===== src/rtl/operand_fetch_stage_if.sv =====
// Handshake and data bundle between decode, register file, writeback and execute
// for the operand fetch stage. The slave modport is the stage's own view.
interface operand_fetch_stage_if #(
  parameter int NREGS = 16,
  parameter int XLEN  = 64,
  parameter int OPW   = 8,
  parameter int CNTW  = 32,
  parameter int IDXW  = $clog2(NREGS)
);
  logic            flush;
  logic            in_valid;
  logic            in_ready;
  logic            in_nop;
  logic [OPW-1:0]  in_op;
  logic [IDXW-1:0] in_dst_idx;
  logic [IDXW-1:0] in_src_idx;
  logic            in_src_is_reg;
  logic [XLEN-1:0] in_imm;
  logic [1:0]      in_size;
  logic            in_wr_dst;
  logic [IDXW-1:0] rf_raddr1;
  logic [IDXW-1:0] rf_raddr2;
  logic [XLEN-1:0] rf_rdata1;
  logic [XLEN-1:0] rf_rdata2;
  logic            wb_valid;
  logic [IDXW-1:0] wb_idx;
  logic [XLEN-1:0] wb_data;
  logic            out_valid;
  logic            out_ready;
  logic            out_nop;
  logic [OPW-1:0]  out_op;
  logic [IDXW-1:0] out_dst;
  logic [XLEN-1:0] out_a;
  logic [XLEN-1:0] out_b;
  logic [1:0]      out_size;
  logic [CNTW-1:0] stall_cnt;

  modport slave (
    input  flush, in_valid, in_nop, in_op, in_dst_idx, in_src_idx, in_src_is_reg,
           in_imm, in_size, in_wr_dst, rf_rdata1, rf_rdata2, wb_valid, wb_idx,
           wb_data, out_ready,
    output in_ready, rf_raddr1, rf_raddr2, out_valid, out_nop, out_op, out_dst,
           out_a, out_b, out_size, stall_cnt
  );

  modport master (
    output flush, in_valid, in_nop, in_op, in_dst_idx, in_src_idx, in_src_is_reg,
           in_imm, in_size, in_wr_dst, rf_rdata1, rf_rdata2, wb_valid, wb_idx,
           wb_data, out_ready,
    input  in_ready, rf_raddr1, rf_raddr2, out_valid, out_nop, out_op, out_dst,
           out_a, out_b, out_size, stall_cnt
  );
endinterface


===== src/rtl/operand_fetch_stage.sv =====
// Registered operand fetch stage: register read with writeback bypass, size
// masking, busy-register scoreboard for RAW stalls, valid/ready output.
module operand_fetch_stage #(
  parameter int NREGS = 16,
  parameter int XLEN  = 64,
  parameter int OPW   = 8,
  parameter int CNTW  = 32,
  parameter int IDXW  = $clog2(NREGS)
) (
  input  logic                 clk,
  input  logic                 reset,
  operand_fetch_stage_if.slave bus
);

  logic [NREGS-1:0] r_busy;
  logic             r_out_valid;
  logic             r_out_nop;
  logic [OPW-1:0]   r_out_op;
  logic [IDXW-1:0]  r_out_dst;
  logic [XLEN-1:0]  r_out_a;
  logic [XLEN-1:0]  r_out_b;
  logic [1:0]       r_out_size;
  logic [CNTW-1:0]  r_stall_cnt;

  logic             w_wbhit_dst;
  logic             w_wbhit_src;
  logic [XLEN-1:0]  w_byp_dst;
  logic [XLEN-1:0]  w_byp_src;
  logic             w_hazard;
  logic             w_ready;
  logic             w_fire;
  logic [XLEN-1:0]  w_a_nxt;
  logic [XLEN-1:0]  w_b_nxt;
  logic [NREGS-1:0] w_busy_nxt;

  // Keep bits below 8<<size; sizes at or beyond XLEN leave the value intact.
  function automatic logic [XLEN-1:0] f_mask(input logic [1:0] size,
                                             input logic [XLEN-1:0] val);
    logic [XLEN-1:0] m;
    int              w;
    m = '0;
    w = 8 << size;
    for (int i = 0; i < XLEN; i++) begin
      m[i] = (i < w);
    end
    return val & m;
  endfunction

  assign bus.rf_raddr1 = bus.in_dst_idx;
  assign bus.rf_raddr2 = bus.in_src_idx;

  assign w_wbhit_dst = bus.wb_valid && (bus.wb_idx == bus.in_dst_idx);
  assign w_wbhit_src = bus.wb_valid && (bus.wb_idx == bus.in_src_idx);
  assign w_byp_dst   = w_wbhit_dst ? bus.wb_data : bus.rf_rdata1;
  assign w_byp_src   = w_wbhit_src ? bus.wb_data : bus.rf_rdata2;

  assign w_hazard = bus.in_valid && !bus.in_nop &&
                    ((r_busy[bus.in_dst_idx] && !w_wbhit_dst) ||
                     (bus.in_src_is_reg && r_busy[bus.in_src_idx] && !w_wbhit_src));
  assign w_ready  = !w_hazard && (!r_out_valid || bus.out_ready);
  assign w_fire   = bus.in_valid && w_ready;

  assign w_a_nxt = bus.in_nop ? '0 : f_mask(bus.in_size, w_byp_dst);
  assign w_b_nxt = bus.in_nop ? '0 :
                   f_mask(bus.in_size, bus.in_src_is_reg ? w_byp_src : bus.in_imm);

  // Set is applied after clear so an issuing writer wins over a retiring one.
  always_comb begin
    w_busy_nxt = r_busy;
    if (bus.wb_valid) begin
      w_busy_nxt[bus.wb_idx] = 1'b0;
    end
    if (w_fire && bus.in_wr_dst && !bus.in_nop) begin
      w_busy_nxt[bus.in_dst_idx] = 1'b1;
    end
  end

  always_ff @(posedge clk or negedge reset) begin
    if (!reset) begin
      r_busy      <= '0;
      r_out_valid <= 1'b0;
      r_out_nop   <= 1'b0;
      r_out_op    <= '0;
      r_out_dst   <= '0;
      r_out_a     <= '0;
      r_out_b     <= '0;
      r_out_size  <= '0;
    end else if (bus.flush) begin
      r_busy      <= '0;
      r_out_valid <= 1'b0;
    end else begin
      r_busy <= w_busy_nxt;
      if (w_fire) begin
        r_out_valid <= 1'b1;
        r_out_nop   <= bus.in_nop;
        r_out_op    <= bus.in_op;
        r_out_dst   <= bus.in_dst_idx;
        r_out_a     <= w_a_nxt;
        r_out_b     <= w_b_nxt;
        r_out_size  <= bus.in_size;
      end else if (bus.out_ready) begin
        r_out_valid <= 1'b0;
      end
    end
  end

  always_ff @(posedge clk or negedge reset) begin
    if (!reset) begin
      r_stall_cnt <= '0;
    end else if (w_hazard && (r_stall_cnt != {CNTW{1'b1}})) begin
      r_stall_cnt <= r_stall_cnt + CNTW'(1);
    end
  end

  assign bus.in_ready  = w_ready;
  assign bus.out_valid = r_out_valid;
  assign bus.out_nop   = r_out_nop;
  assign bus.out_op    = r_out_op;
  assign bus.out_dst   = r_out_dst;
  assign bus.out_a     = r_out_a;
  assign bus.out_b     = r_out_b;
  assign bus.out_size  = r_out_size;
  assign bus.stall_cnt = r_stall_cnt;

endmodule

===== src/flat_wrapper.sv =====
// flat-port wrapper written by rule: the top's interface ports become plain ports
module operand_fetch_stage_flat 
#(
  parameter int NREGS = 16,
  parameter int XLEN  = 64,
  parameter int OPW   = 8,
  parameter int CNTW  = 32,
  parameter int IDXW  = $clog2(NREGS)
)
  (clk, reset, bus_flush, bus_in_valid, bus_in_nop, bus_in_op, bus_in_dst_idx, bus_in_src_idx, bus_in_src_is_reg, bus_in_imm, bus_in_size, bus_in_wr_dst, bus_rf_rdata1, bus_rf_rdata2, bus_wb_valid, bus_wb_idx, bus_wb_data, bus_out_ready, bus_in_ready, bus_rf_raddr1, bus_rf_raddr2, bus_out_valid, bus_out_nop, bus_out_op, bus_out_dst, bus_out_a, bus_out_b, bus_out_size, bus_stall_cnt);
  operand_fetch_stage_if #(.NREGS(NREGS), .XLEN(XLEN), .OPW(OPW), .CNTW(CNTW), .IDXW(IDXW)) bus_i ();
  input  logic clk;
  input  logic reset;
  input wire logic [$bits(bus_i.flush)-1:0] bus_flush;
  input wire logic [$bits(bus_i.in_valid)-1:0] bus_in_valid;
  input wire logic [$bits(bus_i.in_nop)-1:0] bus_in_nop;
  input wire logic [$bits(bus_i.in_op)-1:0] bus_in_op;
  input wire logic [$bits(bus_i.in_dst_idx)-1:0] bus_in_dst_idx;
  input wire logic [$bits(bus_i.in_src_idx)-1:0] bus_in_src_idx;
  input wire logic [$bits(bus_i.in_src_is_reg)-1:0] bus_in_src_is_reg;
  input wire logic [$bits(bus_i.in_imm)-1:0] bus_in_imm;
  input wire logic [$bits(bus_i.in_size)-1:0] bus_in_size;
  input wire logic [$bits(bus_i.in_wr_dst)-1:0] bus_in_wr_dst;
  input wire logic [$bits(bus_i.rf_rdata1)-1:0] bus_rf_rdata1;
  input wire logic [$bits(bus_i.rf_rdata2)-1:0] bus_rf_rdata2;
  input wire logic [$bits(bus_i.wb_valid)-1:0] bus_wb_valid;
  input wire logic [$bits(bus_i.wb_idx)-1:0] bus_wb_idx;
  input wire logic [$bits(bus_i.wb_data)-1:0] bus_wb_data;
  input wire logic [$bits(bus_i.out_ready)-1:0] bus_out_ready;
  output wire logic [$bits(bus_i.in_ready)-1:0] bus_in_ready;
  output wire logic [$bits(bus_i.rf_raddr1)-1:0] bus_rf_raddr1;
  output wire logic [$bits(bus_i.rf_raddr2)-1:0] bus_rf_raddr2;
  output wire logic [$bits(bus_i.out_valid)-1:0] bus_out_valid;
  output wire logic [$bits(bus_i.out_nop)-1:0] bus_out_nop;
  output wire logic [$bits(bus_i.out_op)-1:0] bus_out_op;
  output wire logic [$bits(bus_i.out_dst)-1:0] bus_out_dst;
  output wire logic [$bits(bus_i.out_a)-1:0] bus_out_a;
  output wire logic [$bits(bus_i.out_b)-1:0] bus_out_b;
  output wire logic [$bits(bus_i.out_size)-1:0] bus_out_size;
  output wire logic [$bits(bus_i.stall_cnt)-1:0] bus_stall_cnt;
  assign bus_i.flush = bus_flush;
  assign bus_i.in_valid = bus_in_valid;
  assign bus_i.in_nop = bus_in_nop;
  assign bus_i.in_op = bus_in_op;
  assign bus_i.in_dst_idx = bus_in_dst_idx;
  assign bus_i.in_src_idx = bus_in_src_idx;
  assign bus_i.in_src_is_reg = bus_in_src_is_reg;
  assign bus_i.in_imm = bus_in_imm;
  assign bus_i.in_size = bus_in_size;
  assign bus_i.in_wr_dst = bus_in_wr_dst;
  assign bus_i.rf_rdata1 = bus_rf_rdata1;
  assign bus_i.rf_rdata2 = bus_rf_rdata2;
  assign bus_i.wb_valid = bus_wb_valid;
  assign bus_i.wb_idx = bus_wb_idx;
  assign bus_i.wb_data = bus_wb_data;
  assign bus_i.out_ready = bus_out_ready;
  assign bus_in_ready = bus_i.in_ready;
  assign bus_rf_raddr1 = bus_i.rf_raddr1;
  assign bus_rf_raddr2 = bus_i.rf_raddr2;
  assign bus_out_valid = bus_i.out_valid;
  assign bus_out_nop = bus_i.out_nop;
  assign bus_out_op = bus_i.out_op;
  assign bus_out_dst = bus_i.out_dst;
  assign bus_out_a = bus_i.out_a;
  assign bus_out_b = bus_i.out_b;
  assign bus_out_size = bus_i.out_size;
  assign bus_stall_cnt = bus_i.stall_cnt;
  operand_fetch_stage #(.NREGS(NREGS), .XLEN(XLEN), .OPW(OPW), .CNTW(CNTW), .IDXW(IDXW)) u_core (.clk(clk), .reset(reset), .bus(bus_i));
endmodule

===== config.mk =====
export PLATFORM = sky130hd
export DESIGN_NAME = operand_fetch_stage_flat
export DESIGN_NICKNAME = d
export VERILOG_FILES = /design/src/rtl/operand_fetch_stage_if.sv /design/src/rtl/operand_fetch_stage.sv /design/src/flat_wrapper.sv
export SDC_FILE = /design/constraint.sdc
export NUM_CORES = 1
export LEC_CHECK = 0
export BUFFER_PORTS_ARGS = -buffer_cell sky130_fd_sc_hd__buf_2
export CELL_PAD_IN_SITES_DETAIL_PLACEMENT = 1
export CELL_PAD_IN_SITES_GLOBAL_PLACEMENT = 1
export CORE_AREA = 2 2 184 186
export CTS_CLUSTER_DIAMETER = 80
export CTS_CLUSTER_SIZE = 10
export DETAILED_ROUTE_END_ITERATION = 7
export DIE_AREA = 0 0 186 188
export GPL_TIMING_DRIVEN = 0
export MAX_ROUTING_LAYER = met4
export PLACE_DENSITY = 0.8
export SLEW_MARGIN = 20
export SYNTH_ARGS = -nofsm -noshare
export SYNTH_HDL_FRONTEND = slang
export SYNTH_SLANG_ARGS = --single-unit

===== constraint.sdc =====
create_clock -name clk -period 5 [get_ports clk]
set_input_delay 0.75 -clock clk [delete_from_list [all_inputs] [get_ports clk]]
set_output_delay 0.75 -clock clk [all_outputs]
set_load 0.02 [all_outputs]

# After elaboration in Yosys (flattened, before gate mapping)
# Index checks and enable logic that the tools add are counted.
dict set report totals {
  memories 0
  rom_bits 0
  output_inout_bits 185
  latch_bits 0
  wordCells 131
  inputBits 287
  reg_bits 192
  mem_bits_rw 0
}
dict set report classes {
  n_lt_le_gt_ge 69
  mux 19
  reduce_logical 23
  div_mod_pow 0
  add_sub_neg 1
  shifts 1
  mul 0
  n_bitwise 6
  eq_ne 3
}
# op count
set op_table {}
lappend op_table {{< comparator 7 x 32 -> 1 bit, first input constant} 32}
lappend op_table {{< comparator 6 x 32 -> 1 bit, first input constant} 16}
lappend op_table {{two-way mux 64 bit} 5}
lappend op_table {{< comparator 5 x 32 -> 1 bit, first input constant} 8}
lappend op_table {{bitwise AND 64 bit} 2}
lappend op_table {{< comparator 4 x 32 -> 1 bit, first input constant} 4}
lappend op_table {{< comparator 3 x 32 -> 1 bit, first input constant} 2}
lappend op_table {{two-way mux 16 bit} 3}
lappend op_table {{adder 32 x 1 -> 32 bit, second input constant} 1}
lappend op_table {{< comparator 1 x 32 -> 1 bit, first input constant} 1}
lappend op_table {{< comparator 2 x 32 -> 1 bit, first input constant} 1}
lappend op_table {{inequality test 32 bit, second input constant} 1}
lappend op_table {{<< shifter 4 x 2 -> 32 bit, first input constant} 1}
lappend op_table {{bitwise AND 16 bit} 1}
lappend op_table {{inverter 16 bit} 1}
lappend op_table {{OR 16 bit} 1}
lappend op_table {{< comparator 4 x 5 -> 1 bit, second input constant} 3}
lappend op_table {{logical AND 1 bit} 14}
lappend op_table {{binary-select mux 1 bit (select 4 bit)} 2}
lappend op_table {{demux 1 bit (select 4 bit)} 2}
lappend op_table {{equality test 4 bit} 2}
lappend op_table {{>= comparator 4 x 1 -> 1 bit, second input constant} 2}
lappend op_table {{two-way mux 1 bit} 7}
lappend op_table {{zero test 1 bit} 5}
lappend op_table {{4 further kinds} 5}

# Logic depth before layout (Yosys ltp)
dict set report logic_depth {
  word_depth 13
  mapped_depth 10
  depth_no_buf 7
}

# Least setup slack after synthesis
# OpenSTA, ideal clock, no wires.
dict set report synth_path {
  kind {input to output}
  start {input port bus_in_src_idx[0]}
  end {output port bus_in_ready}
  stages 8
  required_time_ns 4.250
  arrival_time_ns 2.482
  slack_ns 1.768
  cell_sequence {buf_4 > mux2i_1 > mux4_2 > a221o_1 > o32ai_2 > buf_2 > buf_2 > nor2b_1}
}
dict set report synth_between {
  elab_chain_len 8
  word_cells_on_any_way 11
  cone_classes {1 x eq/ne; 2 x mux; 8 x reduce/logical}
}
# item line
set synth_lines {}
lappend synth_lines {{start, declared} flat_wrapper.sv:19} ;# input wire logic [$bits(bus_i.in_src_idx)-1:0] bus_in_src_idx;
lappend synth_lines {{binary-select mux 1 bit (select 4 bit) / equality test 4 bit (equally long branches)} {operand_fetch_stage.sv:59, operand_fetch_stage.sv:53}}
lappend synth_lines {{two-way mux 1 bit (implied by the code) / logical AND 1 bit (equally long branches)} {operand_fetch_stage.sv:59, operand_fetch_stage.sv:53}}
lappend synth_lines {{logical AND 1 bit / zero test 1 bit (equally long branches)} operand_fetch_stage.sv:59} ;# (bus.in_src_is_reg && r_busy[bus.in_src_idx] && !w_wbhit_src));
lappend synth_lines {{logical AND 1 bit *} operand_fetch_stage.sv:59}
lappend synth_lines {{logical OR 1 bit *} operand_fetch_stage.sv:58} ;# ((r_busy[bus.in_dst_idx] && !w_wbhit_dst) ||
lappend synth_lines {{logical AND 1 bit *} operand_fetch_stage.sv:57} ;# assign w_hazard = bus.in_valid && !bus.in_nop &&
lappend synth_lines {{zero test 1 bit *} operand_fetch_stage.sv:60} ;# assign w_ready = !w_hazard && (!r_out_valid || bus.out_ready);
lappend synth_lines {{logical AND 1 bit *} operand_fetch_stage.sv:60}
lappend synth_lines {{end, declared} flat_wrapper.sv:30} ;# output wire logic [$bits(bus_i.in_ready)-1:0] bus_in_ready;
# Every way passes the cells marked *; elsewhere a longest branch is shown, timed or not. The select of a mux whose other input is x is not followed.

# Final worst setup path
dict set report layout_path {
  start {input port bus_in_dst_idx[1]}
  end {output port bus_in_ready}
}
dict set report layout_between {
  elab_chain_len 8
  word_cells_on_any_way 10
  cone_classes {1 x eq/ne; 2 x mux; 7 x reduce/logical}
}
# item line
set layout_lines {}
lappend layout_lines {{start, declared} flat_wrapper.sv:18} ;# input wire logic [$bits(bus_i.in_dst_idx)-1:0] bus_in_dst_idx;
lappend layout_lines {{branches (longest 3 deep; another with binary-select mux 1 bit (select 4 bit))} -}
lappend layout_lines {{logical AND 1 bit *} operand_fetch_stage.sv:58}
lappend layout_lines {{logical OR 1 bit *} operand_fetch_stage.sv:58}
lappend layout_lines {{logical AND 1 bit *} operand_fetch_stage.sv:57}
lappend layout_lines {{zero test 1 bit *} operand_fetch_stage.sv:60}
lappend layout_lines {{logical AND 1 bit *} operand_fetch_stage.sv:60}
# Mark *: on every way between the ends. The select of a mux whose other input is x is not followed.

==> impl_metrics.py <==
metrics = {
    "cts": {
        "tritoncts": "built",
        "clkSlewWorstSetupHoldPaths_ps": 70,
        "insertion_delay_ps": 460,
        "post_cts_resized": 0,
        "cts.repair_timing.setup_buffer_count": 0,
        "cts_htree_levels": 4,
        "cts.root.buffer_cell": "sky130_fd_sc_hd__clkbuf_16",
        "cts_hold_buf": 0,
        "clock_path_buffers": 2,
        "cts_inserted_buffers": 17,
        "cts_num_sinks": 192,
    },
    "grt": {
        "grt_antenna_before_repair": 4,
        "grt_start_max_net_pins": 92,
        "grt_pass1_wl_um": 64200,
        "remaining_overflow_grt": 0,
        "grt_pass1_vias": 10800,
        "gr-usage-all-layers_pct": 25.0,
    },
    "drt": {
        "post-route-drc-count": 0,
        "detail_route.iter0.violations": 524,
        "routed-via-count": 10100,
        "ant_nets": 0,
        "detail_routed_net_length_per_standard_cell_um": 21.9,
        "wl_um": 43100,
        "1st_pass_router_iterations": 4,
        "viasPerCell": 5.13,
    },
    "layout": {
        "areaGrowthSynthToFinish_pct": 33.0,
        "final_cell_count_no_fill": 1968,
        "drive_gt1_share_pct": 45.7,
        "postLayoutCellArea_um2": 14400,
        "fill_cells": 3892,
        "final_nets": 1791,
    },
    "setup_path": {
        "slowest_cp_cell": "sky130_fd_sc_hd__clkbuf_1",
        "crit_family": "buffers and inverters",
        "critical_path.n_buffers_inverters": 4,
        "worst_ep_required_time_ps": 4250,
        "worst_path_largest_cell_delay_ps": 470,
        "path_class": "input pin to output pin",
        "critical_r2r_launch": "u_core.r_busy[3]$_DFF_PN0_",
        "startpoint_type": "input pin",
        "critical_path.max_fanout": 10,
        "worstReg2RegEnd": "u_core.bus.out_b[7]$_DFFE_PN0P_",
        "crit_path_cell_trace": "clkbuf_1 -> mux4_2 -> mux2i_1 -> mux2_2 -> o32ai_2 -> buf_2 -> buf_2 -> nor2b_1 -> buf_2",
        "crit_path_arrival_time_ps": 3070,
        "timing.critical_path.to_type": "output pin",
        "reg2reg_setup_slack_ps": 2270,
        "number_of_cells_traversed_by_the_worst_register_to_register_path": 9,
        "cpMostUsedCell": "sky130_fd_sc_hd__buf_2",
    },
    "run_status": {
        "outcome": "finished clean",
    },
    "synthesis": {
        "synth_async_sr_flop_share_pct": 100,
        "post_synthesis_compound_gate_area_fraction_pct": 9.53,
        "synth_area_leaders": "sky130_fd_sc_hd__dfrtp_1 (45%), sky130_fd_sc_hd__mux2_4 (9.7%), sky130_fd_sc_hd__mux2_2 (7.8%)",
        "yosysUniqueCellTypes": 40,
        "synth_fa_ha_area_share_pct": 0.116,
        "ys.warnings.count": 0,
        "combinational_family_with_the_most_area_after_synthesis": "multiplexers",
        "dominant_register_cell_in_the_synthesized_netlist": "sky130_fd_sc_hd__dfrtp_1",
        "synth-xor-area-share_pct": 3.16,
        "synthesis.instances": 1014,
        "synth.avg_cell_area_um2": 10.6,
        "netlist.top_cell.by_area": "sky130_fd_sc_hd__dfrtp_1",
        "multiplexer_share_of_the_synthesized_area_pct": 25.5,
        "synth.top_cell.area_share_pct": 44.5,
        "number_of_flops_mapped_to_enable_cells_by_yosys": 0,
        "synth.yosys.seq_area_share_pct": 44.5,
        "synthesis.nets": 1302,
        "post_synth_instance_area_um2": 10800,
        "number_of_flip_flops_and_latches_in_the_synthesized_netlist": 192,
        "post_synth_and_or_nand_nor_area_fraction_pct": 12.9,
    },
    "timing": {
        "timing_hold_violations_final": 0,
        "clock-skew-final_ps": 14.4,
        "slew-limit-headroom_pct": 23.9,
        "finalSetupViolations": 0,
        "rsz_0062_raised_after_global_routing": "false",
        "final-max-slew-violation-count": 0,
        "timing_worst_slew_pin_value_ps": 1140,
        "finalHoldWorstSlack_ps": 93.9,
        "achievable-frequency_mhz": 262,
        "final.min_clock_period_ps": 3820,
        "post-route-period-util_pct": 76.3,
    },
    "pwr": {
        "p_leak_nw": 7.19,
        "vdd_drop_max_v": 0.000236,
        "cellPowerDensity_nw_per_um2": 289,
        "design_power_total_mw": 4.15,
    },
    "floorplan": {
        "top_level_ports": 472,
        "floorplan.rows": 67,
        "die-width_um": 186,
        "placeableCoreArea_um2": 33100,
        "start_util_pct": 32.6,
        "die_height_um": 188,
        "design.die.area_um2": 35000,
    },
    "place": {
        "placedCellCount": 1932,
        "detailed_place.area_um2": 13800,
        "gp_congestion": 0.927,
        "io_buffers": 468,
        "dpl.hpwl_um": 33200,
    },
    "worst_hold_path": {
        "hold_path.class": "input pin to asynchronous set/reset pin",
    },
    "run": {
        "max_cap_viol_count": 0,
    },
}
placed cells by master (no fill, tap or decap), drive strengths merged, types with 6 or more instances in the layout:
cell type | Yosys | routed
o21ai | 16 | 16
nand2b | 6 | 6
nand3b | 7 | 7
dfrtp | 192 | 192
clkbuf | 43 | 61
inv | 7 | 14
nor2 | 75 | 75
a21oi | 64 | 64
nand2 | 138 | 138
o211ai | 9 | 9
nand4 | 18 | 18
mux2 | 145 | 145
mux2i | 70 | 70
a211oi | 65 | 65
and3 | 15 | 15
xnor2 | 34 | 34
mux4 | 7 | 7
buf | 41 | 511
nand3 | 29 | 29
logic make-up (layout without fill, tap and decap cells):
family,Yosys count,in the layout
fa+ha+maj,1,1
flops,192,192
mux,222,222
xor+xnor,39,39
buf+inv,91,593
simple gates,308,308
compound gates,161,161
other cells,0,4
stage by stage:
stage / TNS [ps] / utilization (%) / worst slack [ps]
2_1_floorplan: 0 / - / 1770
3_3_place_gp: -38750 / 41.4 / -227
3_5_place_dp: 0 / 41.6 / 1100
4_1_cts: 0 / 43.3 / 1210
5_1_grt: 0 / 43.4 / 1030
6_report: 0 / 43.4 / 1180
cell usage after synthesis (all sizes together), types with 16 or more instances:
cell type / number
nand2: 138
a211oi: 65
mux2i: 70
nor2: 75
mux2: 145
buf: 41
clkbuf: 43
nand3: 29
xnor2: 34
o21ai: 16
dfrtp: 192
a21oi: 64
nand4: 18
flip-flops by register name, indices dropped and copies added, names as in the netlist:
register and flops:
u_core.bus.out_a 64, u_core.bus.out_b 64, u_core.bus.stall_cnt 32, u_core.r_busy 16, u_core.bus.out_op 8, u_core.bus.out_dst 4, u_core.bus.out_size 2, u_core.bus.out_nop 1
u_core.bus.out_valid 1
per-layer routing:
| layer | wire, um | up-vias | global-route usage (%) |
|---|---|---|---|
| met5 | 0 | - | - |
| met4 | 945 | 0 | 6.94 |
| met3 | 2520 | 59 | 5.09 |
| met2 | 21800 | 402 | 42.7 |
| met1 | 17800 | 5068 | 29.8 |
| li1 | - | 4567 | - |
report_power, final:
part           internal, mW  total [mW]  switching [mW]
clock network         0.720        1.41           0.695
registers              1.68        1.77          0.0846
logic                 0.406       0.966           0.560
worst register-to-register path: cells and delay by family (launching register included):
| kind | cells | cell delay (ps) |
|---|---|---|
| flops | 1 | 400 |
| buf+inv | 3 | 650 |
| compound gates | 2 | 340 |
| mux | 2 | 820 |
| simple gates | 2 | 420 |
how the worst max path moves through the flow:
stage,from,end,slack (ps),cells after the start
floorplan,bus_in_src_idx[0],bus_in_ready,1770,8
global placement,reset,u_core.bus.out_b[25]$_DFFE_PN0P_,-230,1
detailed placement,bus_in_src_idx[2],u_core.bus.out_b[1]$_DFFE_PN0P_,1100,9
CTS,bus_in_dst_idx[1],bus_in_ready,1210,9
global route,bus_in_dst_idx[1],bus_in_ready,1030,9
finish,bus_in_dst_idx[1],bus_in_ready,1180,9
final cells by class:
class / count / area (um^2) / area share [%]
multi-input cells: 731 / 5530 / 38.5
clock buffers: 18 / 439 / 3.06
well taps: 448 / 561 / 3.90
repair buffers: 470 / 2410 / 16.8
flip-flops and latches: 192 / 4800 / 33.5
plain buffers: 84 / 439 / 3.06
diodes: 4 / 10.0 / 0.0697
inverters: 7 / 26.3 / 0.183
clock inverters: 14 / 146 / 1.02
Note: power is estimated with default switching activity, not from simulation.
